<file path="config.mk">
export PLATFORM = sky130hd
export DESIGN_NAME = dcache_ctrl
export DESIGN_NICKNAME = d
export VERILOG_FILES = /design/src/rtl/dcache_ctrl_pkg.sv /design/src/rtl/dcache_array.sv /design/src/rtl/dcache_ctrl.sv
export SDC_FILE = /design/constraint.sdc
export NUM_CORES = 2
export LEC_CHECK = 0
export CAP_MARGIN = 10
export CORE_MARGIN = 3
export CORE_UTILIZATION = 45
export CTS_CLUSTER_DIAMETER = 60
export DETAILED_ROUTE_END_ITERATION = 7
export GPL_ROUTABILITY_DRIVEN = 0
export HOLD_SLACK_MARGIN = 0.02
export MAX_ROUTING_LAYER = met4
export PLACE_DENSITY = 0.65
export SLEW_MARGIN = 20
export SYNTH_ARGS = -nofsm -noshare
export SYNTH_HDL_FRONTEND = slang
export SYNTH_HIERARCHICAL = 1
export SYNTH_SLANG_ARGS = --single-unit
</file>
<file path="constraint.sdc">
create_clock -name clk -period 10 [get_ports clk]
set_clock_uncertainty 0.05 [all_clocks]
set_input_delay 1.5 -clock clk [delete_from_list [all_inputs] [get_ports clk]]
set_output_delay 1.5 -clock clk [all_outputs]
set_load 0.05 [all_outputs]
</file>
<file path="src/rtl/dcache_ctrl_pkg.sv">
// Shared definitions for the direct-mapped write-back data cache: FSM encoding,
// line geometry and word select/merge helpers.
package dcache_ctrl_pkg;

  typedef enum logic [1:0] {
    IDLE      = 2'd0,
    WRITEBACK = 2'd1,
    ALLOCATE  = 2'd2
  } state_e;

  localparam int WORD_W     = 32;
  localparam int LINE_WORDS = 4;
  localparam int LINE_W     = WORD_W * LINE_WORDS;
  localparam int OFF_LSB    = 2;
  localparam int OFF_W      = 2;
  localparam int IDX_LSB    = 4;

  function automatic logic [WORD_W-1:0] line_word(input logic [LINE_W-1:0] line,
                                                  input logic [OFF_W-1:0]  off);
    return line[{off, 5'b0} +: WORD_W];
  endfunction

  function automatic logic [LINE_W-1:0] line_merge(input logic [LINE_W-1:0] line,
                                                   input logic [OFF_W-1:0]  off,
                                                   input logic [WORD_W-1:0] word);
    logic [LINE_W-1:0] res;
    res = line;
    res[{off, 5'b0} +: WORD_W] = word;
    return res;
  endfunction

endpackage

</file>
<file path="src/rtl/dcache_array.sv">
// Tag/valid/dirty/data storage for the data cache. Reads are asynchronous at idx;
// only valid and dirty are reset, tags and data power up unknown.
module dcache_array
  import dcache_ctrl_pkg::*;
#(
  parameter int NUM_SETS = 16,
  parameter int IDX_W    = 4,
  parameter int TAG_W    = 24
) (
  input  logic              clk,
  input  logic              rst_n,
  input  logic [IDX_W-1:0]  idx,
  output logic [TAG_W-1:0]  tag_out,
  output logic              valid_out,
  output logic              dirty_out,
  output logic [LINE_W-1:0] line_out,
  input  logic              word_we,
  input  logic [OFF_W-1:0]  word_off,
  input  logic [WORD_W-1:0] word_data,
  input  logic              line_we,
  input  logic [TAG_W-1:0]  line_tag,
  input  logic [LINE_W-1:0] line_data,
  input  logic              dirty_clr
);

  logic [NUM_SETS-1:0] valid_q, valid_d;
  logic [NUM_SETS-1:0] dirty_q, dirty_d;
  logic [TAG_W-1:0]    tag_q  [NUM_SETS];
  logic [LINE_W-1:0]   data_q [NUM_SETS];

  assign tag_out   = tag_q[idx];
  assign valid_out = valid_q[idx];
  assign dirty_out = dirty_q[idx];
  assign line_out  = data_q[idx];

  always_comb begin
    valid_d = valid_q;
    dirty_d = dirty_q;
    if (line_we) begin
      valid_d[idx] = 1'b1;
      dirty_d[idx] = 1'b0;
    end
    if (dirty_clr) dirty_d[idx] = 1'b0;
    if (word_we)   dirty_d[idx] = 1'b1;
  end

  always_ff @(posedge clk or negedge rst_n) begin
    if (!rst_n) begin
      valid_q <= '0;
      dirty_q <= '0;
    end else begin
      valid_q <= valid_d;
      dirty_q <= dirty_d;
    end
  end

  always_ff @(posedge clk) begin
    if (line_we) begin
      tag_q[idx]  <= line_tag;
      data_q[idx] <= line_data;
    end else if (word_we) begin
      data_q[idx] <= line_merge(data_q[idx], word_off, word_data);
    end
  end

endmodule

</file>
<file path="src/rtl/dcache_ctrl.sv">
// Direct-mapped write-back, write-allocate data cache controller: hit path,
// victim write-back / line fill FSM, line-wide memory handshake and counters.
module dcache_ctrl
  import dcache_ctrl_pkg::*;
#(
  parameter int NUM_SETS = 16
) (
  input  logic              clk,
  input  logic              reset,
  input  logic              is_input_valid,
  input  logic              mem_rw,
  input  logic [31:0]       addr,
  input  logic [31:0]       din,
  output logic [31:0]       dout,
  output logic              is_hit,
  output logic              is_ready,
  output logic              is_output_valid,
  output logic              mem_req,
  output logic              mem_we,
  output logic [31:0]       mem_addr,
  output logic [LINE_W-1:0] mem_wdata,
  input  logic [LINE_W-1:0] mem_rdata,
  input  logic              mem_ack,
  output logic [31:0]       hit_count,
  output logic [31:0]       miss_count
);

  localparam int IDX_W = $clog2(NUM_SETS);
  localparam int TAG_W = 32 - IDX_LSB - IDX_W;

  // Memory handshake: mem_req rises with a transfer and is held, together with
  // mem_we/mem_addr/mem_wdata, until the cycle mem_ack pulses; a write-back
  // flows straight into its fill without mem_req dropping in between.
  state_e      state_q, state_d;
  logic        retry_q, retry_d;
  logic        mem_req_q, mem_req_d;
  logic [31:0] hit_cnt_q, hit_cnt_d;
  logic [31:0] miss_cnt_q, miss_cnt_d;

  logic [IDX_W-1:0]  idx;
  logic [TAG_W-1:0]  req_tag;
  logic [OFF_W-1:0]  off;
  logic [TAG_W-1:0]  arr_tag;
  logic              arr_valid, arr_dirty;
  logic [LINE_W-1:0] arr_line;
  logic              hit, in_idle;
  logic              word_we, line_we, dirty_clr;

  assign idx     = addr[IDX_LSB +: IDX_W];
  assign req_tag = addr[31 -: TAG_W];
  assign off     = addr[OFF_LSB +: OFF_W];

  dcache_array #(
    .NUM_SETS (NUM_SETS),
    .IDX_W    (IDX_W),
    .TAG_W    (TAG_W)
  ) u_array (
    .clk       (clk),
    .rst_n     (reset),
    .idx       (idx),
    .tag_out   (arr_tag),
    .valid_out (arr_valid),
    .dirty_out (arr_dirty),
    .line_out  (arr_line),
    .word_we   (word_we),
    .word_off  (off),
    .word_data (din),
    .line_we   (line_we),
    .line_tag  (req_tag),
    .line_data (mem_rdata),
    .dirty_clr (dirty_clr)
  );

  assign hit             = is_input_valid && arr_valid && (arr_tag == req_tag);
  assign in_idle         = (state_q == IDLE);
  assign is_hit          = in_idle && hit;
  assign is_ready        = in_idle;
  assign is_output_valid = in_idle && (!is_input_valid || hit);
  assign dout            = is_hit ? line_word(arr_line, off) : '0;

  assign mem_req    = mem_req_q;
  assign mem_we     = (state_q == WRITEBACK);
  assign mem_wdata  = arr_line;
  assign hit_count  = hit_cnt_q;
  assign miss_count = miss_cnt_q;

  always_comb begin
    mem_addr = '0;
    if (state_q == WRITEBACK)     mem_addr = {arr_tag, idx, 4'b0};
    else if (state_q == ALLOCATE) mem_addr = {addr[31:4], 4'b0};
  end

  always_comb begin
    state_d    = state_q;
    retry_d    = retry_q;
    hit_cnt_d  = hit_cnt_q;
    miss_cnt_d = miss_cnt_q;
    word_we    = 1'b0;
    line_we    = 1'b0;
    dirty_clr  = 1'b0;
    case (state_q)
      IDLE: begin
        if (!is_input_valid) begin
          retry_d = 1'b0;
        end else if (hit) begin
          word_we = mem_rw;
          // The first hit after a fill is the replay of an already counted miss.
          if (retry_q) retry_d   = 1'b0;
          else         hit_cnt_d = hit_cnt_q + 32'd1;
        end else begin
          miss_cnt_d = miss_cnt_q + 32'd1;
          state_d    = (arr_valid && arr_dirty) ? WRITEBACK : ALLOCATE;
        end
      end
      WRITEBACK: begin
        if (mem_ack) begin
          dirty_clr = 1'b1;
          state_d   = ALLOCATE;
        end
      end
      ALLOCATE: begin
        if (mem_ack) begin
          line_we = 1'b1;
          retry_d = 1'b1;
          state_d = IDLE;
        end
      end
      default: state_d = IDLE;
    endcase
    mem_req_d = (state_d != IDLE);
  end

  always_ff @(posedge clk or negedge reset) begin
    if (!reset) begin
      state_q    <= IDLE;
      retry_q    <= 1'b0;
      mem_req_q  <= 1'b0;
      hit_cnt_q  <= '0;
      miss_cnt_q <= '0;
    end else begin
      state_q    <= state_d;
      retry_q    <= retry_d;
      mem_req_q  <= mem_req_d;
      hit_cnt_q  <= hit_cnt_d;
      miss_cnt_q <= miss_cnt_d;
    end
  end

endmodule

</file>
==> Implementation_results.wiki <==
{| class="wikitable"
! Metric !! Value
|-
| Outcome || complete, no violations
|-
| First-pass GRT wire length || approximately 440000 µm
|-
| Share of power burned in combinational logic || a little under a tenth
|-
| First DRT Iteration DRCs || 6792
|-
| Clock Latency Late Sink || 930 ps
|-
| Primary FF master, synth || sky130_fd_sc_hd__edfxtp_1
|-
| Die area || between 200000 and 250000 µm²
|-
| Routed wl met3 || about 34000 µm
|-
| CP max FO || 55
|-
| Share of the synthesized area in the top cell type || 70.8%
|-
| Chip width || between 400 and 500 µm
|-
| Slowest-stage cell, CP || sky130_fd_sc_hd__clkdlybuf4s50_1
|-
| Max-slew violations || 0
|-
| Layout cell share with drive strength beyond 1 || between 20% and 30%
|-
| Met2 wire length || 148000 µm
|-
| Inserted Clock Buffers || 275
|-
| Number of nets with antenna violations after routing || 0
|-
| Cell types with the largest area share after synthesis || sky130_fd_sc_hd__edfxtp_1 (71%), sky130_fd_sc_hd__mux4_2 (12%), sky130_fd_sc_hd__mux2i_1 (4.4%), sky130_fd_sc_hd__dfrtp_1 (2.4%), sky130_fd_sc_hd__a22oi_1 (0.98%)
|-
| Cell at the root of the clock tree || sky130_fd_sc_hd__clkbuf_16
|-
| Aggregate negative setup slack || 0 ps
|-
| Share of synthesized area occupied by flip-flops and latches || about three quarters
|-
| Sw Share || a little under a quarter
|-
| Count of placed standard cells including taps || roughly 8600
|-
| Yosys reg bits || about 2500
|-
| Largest family of logic cells by synthesized area || multiplexers
|-
| Synth Area in XOR/XNOR || less than 1%
|-
| Final layout net count || a little over 6000
|-
| Number of levels in the clock H-tree || 5
|-
| Fraction of the mapped netlist area in simple logic gates || around 3.3%
|-
| Worst EP arrival || slightly below 7000 ps
|-
| Num Clock Sinks || approximately 2500
|-
| Part of the power in registers || between 50 and 60%
|-
| Final wirelength || approximately 320000 µm
|-
| Multiplexer fraction of the synthesized cell area || about 17%
|-
| Ys async rst share || 3.95%
|-
| Setup Viol. Count Final || 0
|-
| Post-CTS setup buffer count || 0
|-
| Switching power || around 5400 µW
|-
| Adder and majority gate portion of the synthesized area || less than 1%
|-
| Worst Setup Path Type || in -> out
|-
| Power share of the clock group || between 40% and 50%
|-
| Clock tree from TritonCTS || yes
|-
| Highest routing layer actually used || met4
|-
| Synthesis-to-finish area growth || 17.2%
|-
| Pin count of the biggest net entering global routing || between 100 and 150
|-
| Internal power summed over all cells || 17900 µW
|-
| Area of the placeable core || between 200000 and 250000 µm²
|-
| Via count of the first global-routing pass || ~57000
|-
| Post-detailed-route DRC marker count || 0
|-
| Number of max-cap violations || 0
|-
| RSZ-0062 raised after global routing || false
|-
| Post-detailed-route wirelength per cell || around 35 µm
|-
| Number of cells in the finished layout apart from fillers || between 9000 and 10000
|-
| Mean Syn Cell Area || about 19 µm²
|-
| Largest area contributor in the netlist || sky130_fd_sc_hd__edfxtp_1
|-
| P per Cell Area || roughly 190 nW/µm²
|-
| Post-Syn Instances || roughly 5300
|-
| Biggest cell delay along the critical path || 800 ps
|-
| Ports placed on the boundary || around 460
|-
| Complex-gate fraction of the synthesized area || under 10%
|-
| Detailed Routing Iterations Pass 1 || 8
|-
| Final Cycle Share || 82.8%
|-
| Number of enable-type register cells in the synthesized netlist || 2432
|-
| Worst path cell trace || buf_8 -> buf_4 -> mux4_2 -> mux4_2 -> xor2_1 -> or4_4 -> nor4_4 -> and2_2 -> buf_4 -> and3_1 -> clkdlybuf4s50_1
|-
| Congestion Overflow GR || 0
|-
| Count of unique library cells instantiated by Yosys || 64
|-
| Hold Buf Count CTS || 0
|-
| Layout Cell Area excl Fill || about 120000 µm²
|-
| Leakage || between 0.03 and 0.04 µW
|-
| Data required time at the worst endpoint || between 8000 and 9000 ps
|-
| Rel. slew slack || around an eighth
|-
| Leading cell type in the layout, fill and taps excluded || sky130_fd_sc_hd__edfxtp_1
|-
| Initial cell density of the core || a little under half
|-
| Metal-1 WL || 115000 µm
|-
| Yosys warns || 6
|-
| Post-detailed-placement cell area || ~110000 µm²
|-
| Maximum count of clock buffers along a single path || 4
|-
| Number of antenna violations at the first check in global routing || 38
|-
| Count of input and output buffers || roughly 450
|-
| DR vias/cell || ~6.3
|-
| Vias after detailed routing || 57800
|-
| Cell area after synthesis || just over 100000 µm²
|-
| Critical Path End Type || output port
|-
| Final count of hold timing violations || 0
|-
| Commonest cells after routing, fill and taps aside || sky130_fd_sc_hd__edfxtp_1 (2432), sky130_fd_sc_hd__mux4_2 (536), sky130_fd_sc_hd__clkdlybuf4s50_1 (442)
|-
| Die height || slightly below 500 µm
|-
| Element type at the critical path start || input pin
|-
| All-layer global routing usage || ~27%
|-
| Worst min-delay path class || reg -> reg
|-
| Peak ir drop on the vdd network || about 0.00016 V
|-
| Minimum period implied by the final worst setup slack || roughly 8300 ps
|-
| Clock-pin slew of the registers on the worst-case setup and hold paths || roughly 60 ps
|-
| Measured slew at the worst slew-check pin || around 1300 ps
|-
| Detail Placement HPWL || between 150000 and 200000 µm
|-
| Achievable Freq || about 0.12 GHz
|-
| Post-cts sizing count || 0
|-
| Row cnt || 175
|}
[metal layers]
metal | vias up | global-route usage, %
met1 | 30400 | 33.7
met4 | 0 | 16.0
met5 | - | -
met3 | 754 | 7.27
met2 | 3363 | 41.0
li1 | 23300 | -
[power by group through the flow]
stage          combinational (µW)  clock [µW]  sequential [µW]
6_report                     2130        9430            11800
3_5_place_dp                 2090           0            12000
4_1_cts                      2100        9570            11800
3_3_place_gp                 2070           0            12000
5_1_grt                      2200        9970            11800
2_1_floorplan                1120           0            12100
[flip-flops by register name (all words and copies together), names as in the netlist]
| register | cells |
|---|---|
| u_array/tag_q | 384 |
| u_array/dirty_q | 16 |
| hit_count | 32 |
| state_q | 2 |
| miss_count | 32 |
| mem_req | 1 |
| retry_q | 1 |
| u_array/data_q | 2048 |
| u_array/valid_q | 16 |
[final timing paths]
| path | from | endpoint | slack (ps) | cells past startpoint |
|---|---|---|---|---|
| min in group asynchronous | reset | miss_count[16] | 550 | 1 |
| max in group asynchronous | reset | u_array/dirty_q[13] | 8110 | 2 |
| min | u_array/valid_q[9] | u_array/valid_q[9] | 420 | 1 |
| max reg2reg | u_array/tag_q[15][7] | u_array/data_q[13][90] | 3690 | 11 |
| max | addr[4] | dout[30] | 1720 | 11 |
| min reg2reg | u_array/valid_q[9] | u_array/valid_q[9] | 420 | 1 |
[logic make-up (layout without fill, tap and decap cells)]
family | after synthesis | in the layout
AOI/OAI and AO/OA | 571 | 571
DFF | 2532 | 2532
other | 1 | 42
buffers and inverters | 362 | 1112
muxes | 1056 | 1056
and+or+nand+nor | 709 | 709
xor gates and xnor gates | 85 | 85
adders and majority gates | 7 | 7
[cell usage after synthesis, types with 10 or more instances]
library cell,instances
sky130_fd_sc_hd__a31oi_1,76
sky130_fd_sc_hd__nor3_1,13
sky130_fd_sc_hd__nor2_1,160
sky130_fd_sc_hd__o22ai_1,32
sky130_fd_sc_hd__a22oi_1,134
sky130_fd_sc_hd__a21oi_1,40
sky130_fd_sc_hd__mux2_2,64
sky130_fd_sc_hd__o31a_1,30
sky130_fd_sc_hd__o2111ai_1,31
sky130_fd_sc_hd__nor4_2,10
sky130_fd_sc_hd__o21a_1,36
sky130_fd_sc_hd__nor2b_1,12
sky130_fd_sc_hd__a22o_1,24
sky130_fd_sc_hd__buf_2,123
sky130_fd_sc_hd__o21ai_0,33
sky130_fd_sc_hd__or2_2,18
sky130_fd_sc_hd__buf_4,41
sky130_fd_sc_hd__mux4_2,536
sky130_fd_sc_hd__and3_1,48
sky130_fd_sc_hd__nand3_1,125
sky130_fd_sc_hd__o221ai_1,60
sky130_fd_sc_hd__inv_1,14
sky130_fd_sc_hd__a211oi_1,32
sky130_fd_sc_hd__buf_1,13
sky130_fd_sc_hd__buf_6,11
sky130_fd_sc_hd__and2_1,10
sky130_fd_sc_hd__xnor2_1,45
sky130_fd_sc_hd__dfrtp_1,100
sky130_fd_sc_hd__edfxtp_1,2432
sky130_fd_sc_hd__mux2i_1,452
sky130_fd_sc_hd__xor2_1,40
sky130_fd_sc_hd__a221oi_1,23
sky130_fd_sc_hd__nand4_1,24
sky130_fd_sc_hd__nand2_1,239
sky130_fd_sc_hd__clkbuf_1,157
sky130_fd_sc_hd__nor4_1,13
[through the flow]
step	util, %	hold slack (ps)	total power (µW)	setup slack [ps]
3_5_place_dp	49.2	405	14100	1450
2_1_floorplan	-	384	13200	-836
5_1_grt	53.1	433	24000	1450
6_report	53.1	421	23300	1720
3_3_place_gp	49.2	396	14100	1640
4_1_cts	52.8	420	23500	1580
[critical path, delay by kind of cell]
kind          cells  cell delay (ps)
buf+inv           4             2170
simple gates      4             1650
mux               2             1060
xor+xnor          1              230
[area by class of cell]
type                            instances  area (µm²)
Inverter                               16        70.1
Clock inverter                        110         817
Multi-Input combinational cell       2432       26700
Tap cell                             3009        3760
Fill cell                           17700      107000
Clock buffer                          346        7370
Antenna cell                           38        95.1
Timing Repair Buffer                  640        6520
Sequential cell                      2532       75500
(Power assumes the default switching activity.)
